File: config.mk
export PLATFORM = sky130hd
export DESIGN_NAME = matmul_rr_scheduler
export DESIGN_NICKNAME = d
export VERILOG_FILES = /design/src/rtl/matmul_rr_scheduler.sv
export SDC_FILE = /design/constraint.sdc
export NUM_CORES = 1
export LEC_CHECK = 0
export ABC_CLOCK_PERIOD_IN_PS = 25000
export CORE_AREA = 2 2 462 464
export DETAILED_ROUTE_END_ITERATION = 8
export DIE_AREA = 0 0 464 466
export GPL_ROUTABILITY_DRIVEN = 1
export GPL_TIMING_DRIVEN = 0
export PLACE_DENSITY_LB_ADDON = 0.05
export REMOVE_ABC_BUFFERS = 1
export SLEW_MARGIN = 5
export SYNTH_ARGS = -nofsm -noshare
export SYNTH_HDL_FRONTEND = slang
export SYNTH_SLANG_ARGS = --single-unit
File: constraint.sdc
create_clock -name Clk -period 25 [get_ports Clk]
set_clock_uncertainty 0.1 [all_clocks]
set_input_delay 5 -clock Clk [delete_from_list [all_inputs] [get_ports Clk]]
set_output_delay 5 -clock Clk [all_outputs]
set_load 0.1 [all_outputs]
File: src/rtl/matmul_rr_scheduler.sv
// Round-robin scheduler sharing one iterative 5x2 * 2x3 matrix multiplier between two requesters.
// It grants one requester, pulses the engine start, waits for the engine finished flag under a
// watchdog, then captures the 225-bit result and returns it with a one-cycle done pulse.
//
// Ports:
//   Clk, Reset            clock and asynchronous active-high reset
//   Req0/Req1             level requests, held until the matching Done pulse
//   MatrixA0/1, MatrixB0/1 requester operands (15-bit elements, row-major, [0][0] in MSBs)
//   Done0/Done1           one-cycle completion pulse for the granted requester
//   Error                 valid with DoneN; 1 = job aborted by the watchdog
//   MatrixResult          last captured result, held until the next capture
//   Busy                  high whenever the scheduler is not idle
//   EngStart              one-cycle engine start per job
//   EngMatrixA/B          operands routed from the granted requester
//   EngResult/EngFinished engine result and level finished flag
module matmul_rr_scheduler #(
   parameter int unsigned TIMEOUT = 64,
   parameter int unsigned TW      = 7
) (
   input  logic         Clk,
   input  logic         Reset,
   input  logic         Req0,
   input  logic [149:0] MatrixA0,
   input  logic [89:0]  MatrixB0,
   input  logic         Req1,
   input  logic [149:0] MatrixA1,
   input  logic [89:0]  MatrixB1,
   output logic         Done0,
   output logic         Done1,
   output logic         Error,
   output logic [224:0] MatrixResult,
   output logic         Busy,
   output logic         EngStart,
   output logic [149:0] EngMatrixA,
   output logic [89:0]  EngMatrixB,
   input  logic [224:0] EngResult,
   input  logic         EngFinished
);

   typedef enum logic [2:0] {StIdle, StStart, StSettle, StWait, StDone} state_e;

   state_e         state_q, state_d;
   logic           gnt_q, gnt_d;
   logic           last_q, last_d;
   logic [TW-1:0]  wdog_q, wdog_d;
   logic [224:0]   result_q, result_d;
   logic           error_q, error_d;

   always_ff @(posedge Clk or posedge Reset) begin
      if (Reset) begin
         state_q  <= StIdle;
         gnt_q    <= 1'b0;
         last_q   <= 1'b1;  // requester 0 wins the first tie
         wdog_q   <= '0;
         result_q <= '0;
         error_q  <= 1'b0;
      end else begin
         state_q  <= state_d;
         gnt_q    <= gnt_d;
         last_q   <= last_d;
         wdog_q   <= wdog_d;
         result_q <= result_d;
         error_q  <= error_d;
      end
   end

   always_comb begin
      state_d  = state_q;
      gnt_d    = gnt_q;
      last_d   = last_q;
      wdog_d   = wdog_q;
      result_d = result_q;
      error_d  = error_q;
      unique case (state_q)
         StIdle: begin
            if (Req0 && Req1) begin
               gnt_d   = ~last_q;  // the requester not served last has priority
               state_d = StStart;
            end else if (Req0) begin
               gnt_d   = 1'b0;
               state_d = StStart;
            end else if (Req1) begin
               gnt_d   = 1'b1;
               state_d = StStart;
            end
         end
         StStart: begin
            wdog_d  = '0;
            state_d = StSettle;
         end
         // EngFinished may still be high from the previous job here, so it is not looked at.
         StSettle: state_d = StWait;
         StWait: begin
            wdog_d = wdog_q + TW'(1);
            if (EngFinished) begin
               result_d = EngResult;
               error_d  = 1'b0;
               state_d  = StDone;
            end else if (wdog_q == TW'(TIMEOUT - 1)) begin
               error_d  = 1'b1;
               state_d  = StDone;
            end
         end
         StDone: begin
            last_d  = gnt_q;
            error_d = 1'b0;  // Error is only meaningful during the done cycle
            state_d = StIdle;
         end
         default: state_d = StIdle;
      endcase
   end

   assign Busy         = (state_q != StIdle);
   assign EngStart     = (state_q == StStart);
   assign Done0        = (state_q == StDone) && !gnt_q;
   assign Done1        = (state_q == StDone) && gnt_q;
   assign Error        = error_q;
   assign MatrixResult = result_q;
   assign EngMatrixA   = gnt_q ? MatrixA1 : MatrixA0;
   assign EngMatrixB   = gnt_q ? MatrixB1 : MatrixB0;

endmodule

== Yosys cells after proc, flatten, opt, wreduce, memory -nomap -nowiden ==
Cells that the tools add are included.

* Register bits: 238
* Output and inout port bits: 470
* Logic and storage cells: 43

* Equality and inequality tests: 7
* Muxes and demuxes: 15
* Reduce and logical (&&, ||, !) cells: 13
* Add/sub/neg operators: 1
* Bitwise logic cells: 1

{| class="wikitable"
|+ Operators by type and width
! kind !! count
|-
| 150-bit 2-to-1 mux || 1
|-
| 90-bit 2-to-1 mux || 1
|-
| 3-bit 2-to-1 mux || 5
|-
| 7-bit case mux with 2 select lines || 1
|-
| 3-bit case mux with 4 select lines || 1
|-
| 2-bit AND reduction || 4
|-
| 7-bit by 1-bit adder with 7-bit output, second input constant || 1
|-
| 7-bit by 6-bit equality test with 1-bit output, second input constant || 1
|-
| 3-bit by 2-bit equality test with 1-bit output, second input constant || 2
|-
| 3-bit nonzero test || 2
|-
| 1-bit 2-to-1 mux || 5
|-
| 4-bit != test, second input constant || 1
|-
| 2-bit nonzero test || 2
|-
| 3-bit by 1-bit equality test with 1-bit output, second input constant || 1
|-
| 3-bit equality test, second input constant || 1
|-
| 1-bit logical AND || 3
|-
| 3-bit zero test || 1
|-
| 3-bit != test, second input constant || 1
|-
| 1-bit case mux with 2 select lines || 1
|-
| 1-bit zero test || 1
|-
| 1-bit NOT || 1
|}

== Longest topological paths before layout ==
* Depth in word-level cells: 4
* Mapped depth: 7

== Least setup slack after synthesis ==
OpenSTA, ideal clock, no wires.

* Path kind: input -> output
* Start: input MatrixA1[0]
* End: output EngMatrixA[0]
* Stages on the path: 1
* Arrival: 5.472 ns
* Path slack: 14.428 ns
* Cells stage by stage: mux2_2

* Longest elaborated chain between the ends: 1

{| class="wikitable"
|+ Ends and longest elaborated chain
! item !! line !! RTL
|-
| start, declared || 26 || <nowiki>input logic [149:0] MatrixA1,</nowiki>
|-
| 150-bit 2-to-1 mux || 119 || <nowiki>assign EngMatrixA = gnt_q ? MatrixA1 : MatrixA0;</nowiki>
|-
| end, declared || 34 || <nowiki>output logic [149:0] EngMatrixA,</nowiki>
|}

Every way passes these cells.

== Worst setup path in the final report ==
* Start: input MatrixA1[1]
* End: output EngMatrixA[1]

Same word-level chain as after synthesis.

==> impl_metrics.yaml <==
outcome:
  outcome: "finished clean"
cts:
  cts-htree-levels: 2
  cts_tree: "built"
  clk_path_buf_depth: 3
  cts_setup_buffers: 0
  post_cts_resized: 0
  clock_sinks: 238
  cts_buffers: 38
  holdBufCountCts: 0
  clk_pin_slew_ns: 0.05
  clk_latency_ns: 0.57
  root_buffer: "clkbuf_16"
sta:
  rsz0062_at_grt: "no"
  slew_headroom_pct: 5.51
  period_share_pct: 49.3
  setup_tns_ns: 0
  setup_violations: 0
  layout_min_cycle_time_ns: 12.32
  finalHoldViolCount: 0
  fmax_mhz: 81.2
  drv_slew: 0
  worst_pin_slew_ns: 1.41
synthesis:
  yosys.area.top_type: "dfrtp_1"
  yosysSeqAreaShare_pct: 47.7
  yosys.area.top_type_share_pct: 47.4
  ys_ff_latch: 238
  mappedNetlistArea_mm2: 0.0125
  syn_inst: 818
  ys_types: 34
  synth-warning-count: 0
  synthTopCellsByCount: "326 x mux2_2, 237 x dfrtp_1, 139 x mux2_4, 30 x buf_2, 12 x nand2_1"
  synth_top_cells_by_area: "dfrtp_1 47%, mux2_2 29%, mux2_4 17%"
  synth_edf_count: 0
  async_reset_ff_share_pct: 100
  avgSynthCellArea_um2: 15.3
  yosysMostFrequentCell: "mux2_2"
  synth_ff_type: "dfrtp_1"
drt:
  drc: 0
  wl_per_cell_um: 28.9
  vias: 12353
  via_per_inst: 2.54
  ant_nets: 0
  first_pass_iters: 4
  drt_iter0_markers: 402
  drt-total-wl_mm: 141
global_route:
  grt_pass1_wl_mm: 171
  grt_use_total_pct: 12.5
  grt_pass1_vias: 13435
  grt-ovfl-total: 0
  antenna_found_initial: 119
  grt_max_degree: 85
critical_path:
  cp.required_ns: 19.90
  cp-end-kind: "output port"
  crit_path_max_fanout: 1
  startpoint_type: "input pin"
  max_stage_delay_ns: 1.30
  worstSetupPathType: "in -> out"
  cp_common_cell: "clkdlybuf4s50_1"
  worstPathArrival_ns: 7.22
  slowest_stage: "clkdlybuf4s50_1"
  crit_path_cell_trace: "clkdlybuf4s50_1 -> mux2_2 -> clkdlybuf4s50_1"
die:
  initial_core_util_pct: 5.92
  core_area_mm2: 0.211
  rows: 169
  die_w_um: 464
  die_y_um: 466
  pin_count: 1180
  dieArea_mm2: 0.216
place:
  dp_hpwl_mm: 125
  place_congestion: 0.945
  port_buffers: 1179
final_layout:
  area_growth_pct: 131
  drive_gt1_share_pct: 28.2
  final_nets: 2704
flow_run:
  max_cap_viol_count: 0
hold_path:
  min_path_type: "reg -> reg"
==> per-layer routing <==
layer | part of all wire (%) | routed length [um] | up-vias | global-route usage [%]
met3 | 10 | 14800 | 277 | 5.67
met1 | 34 | 47200 | 5907 | 12.4
met5 | 0.25 | 356 | - | 0
li1 | - | - | 5353 | -
met2 | 53 | 74100 | 760 | 23.7
met4 | 3.0 | 4270 | 56 | 2.59
==> final timing paths <==
path,startpoint,to,slack [ns],depth (start not counted)
min,MatrixResult[30],MatrixResult[30],0.40,1
max,MatrixA1[1],EngMatrixA[1],12.68,3
min reg2reg,MatrixResult[30],MatrixResult[30],0.40,1
min in group asynchronous,Reset,MatrixResult[57],4.85,2
max reg2reg,state_q[1],MatrixResult[221],21.70,6
max in group asynchronous,Reset,MatrixResult[0],18.56,4
==> cells by family (layout without fill, tap and decap cells) <==
family,Yosys count,after routing,share of synthesized area [%]
buffers and inverters,59,1262,3.51
AND/OR/NAND/NOR,39,39,1.70
adder cells (fa/ha/maj),1,1,0.100
AO/OA/AOI/OAI,15,15,0.891
other,0,19,0
flip-flops,238,238,47.7
multiplexers,466,466,46.1
==> area by class of cell <==
class	instances	area, um2
Multi-Input combinational cell	521	6110
Timing Repair Buffer	1192	12000
Fill cell	23669	182000
Inverter	2	15.0
Antenna cell	19	47.5
Clock buffer	59	1120
Sequential cell	238	5960
Tap cell	2821	3530
Clock inverter	9	101
==> worst max-delay path, delay by kind of cell <==
| family | cells | cell delay, ns |
|---|---|---|
| muxes | 1 | 0.22 |
| buffers and inverters | 2 | 1.97 |
==> placed cells by master (no fill, tap or decap), types with 3 or more instances in the layout <==
cell type,synthesis,routed
clkinv_2,0,5
mux2_2,326,326
mux2_4,139,139
nor3_1,4,4
clkdlybuf4s50_1,0,1153
clkbuf_8,0,9
diode_2,0,19
nor2_1,3,3
nand3_1,8,8
clkbuf_16,0,38
buf_2,30,26
nand2_1,12,12
clkbuf_1,8,12
o21ai_0,5,5
dfrtp_1,237,236
buf_16,0,12
==> metrics by stage <==
step	util, %	hold WS (ns)	instances	setup WS [ns]	area, um2
6_report	13.7	0.403	4861	12.68	28900
5_1_grt	13.7	0.419	4842	12.70	28900
4_1_cts	13.7	0.408	4842	12.69	28900
3_5_place_dp	13.1	0.391	4774	12.69	27600
3_3_place_gp	13.0	0.393	4761	5.69	27400
2_1_floorplan	-	0.386	761	11.71	12100
==> registers in the layout, indices dropped and copies added (netlist names) <==
| signal | count |
|---|---|
| Error | 1 |
| wdog_q | 7 |
| state_q | 3 |
| MatrixResult | 225 |
| last_q | 1 |
| gnt_q | 1 |
Power is left out: the tool's default activity adds up to more than one toggle a clock period on the data nets, which glitch-free logic cannot reach.
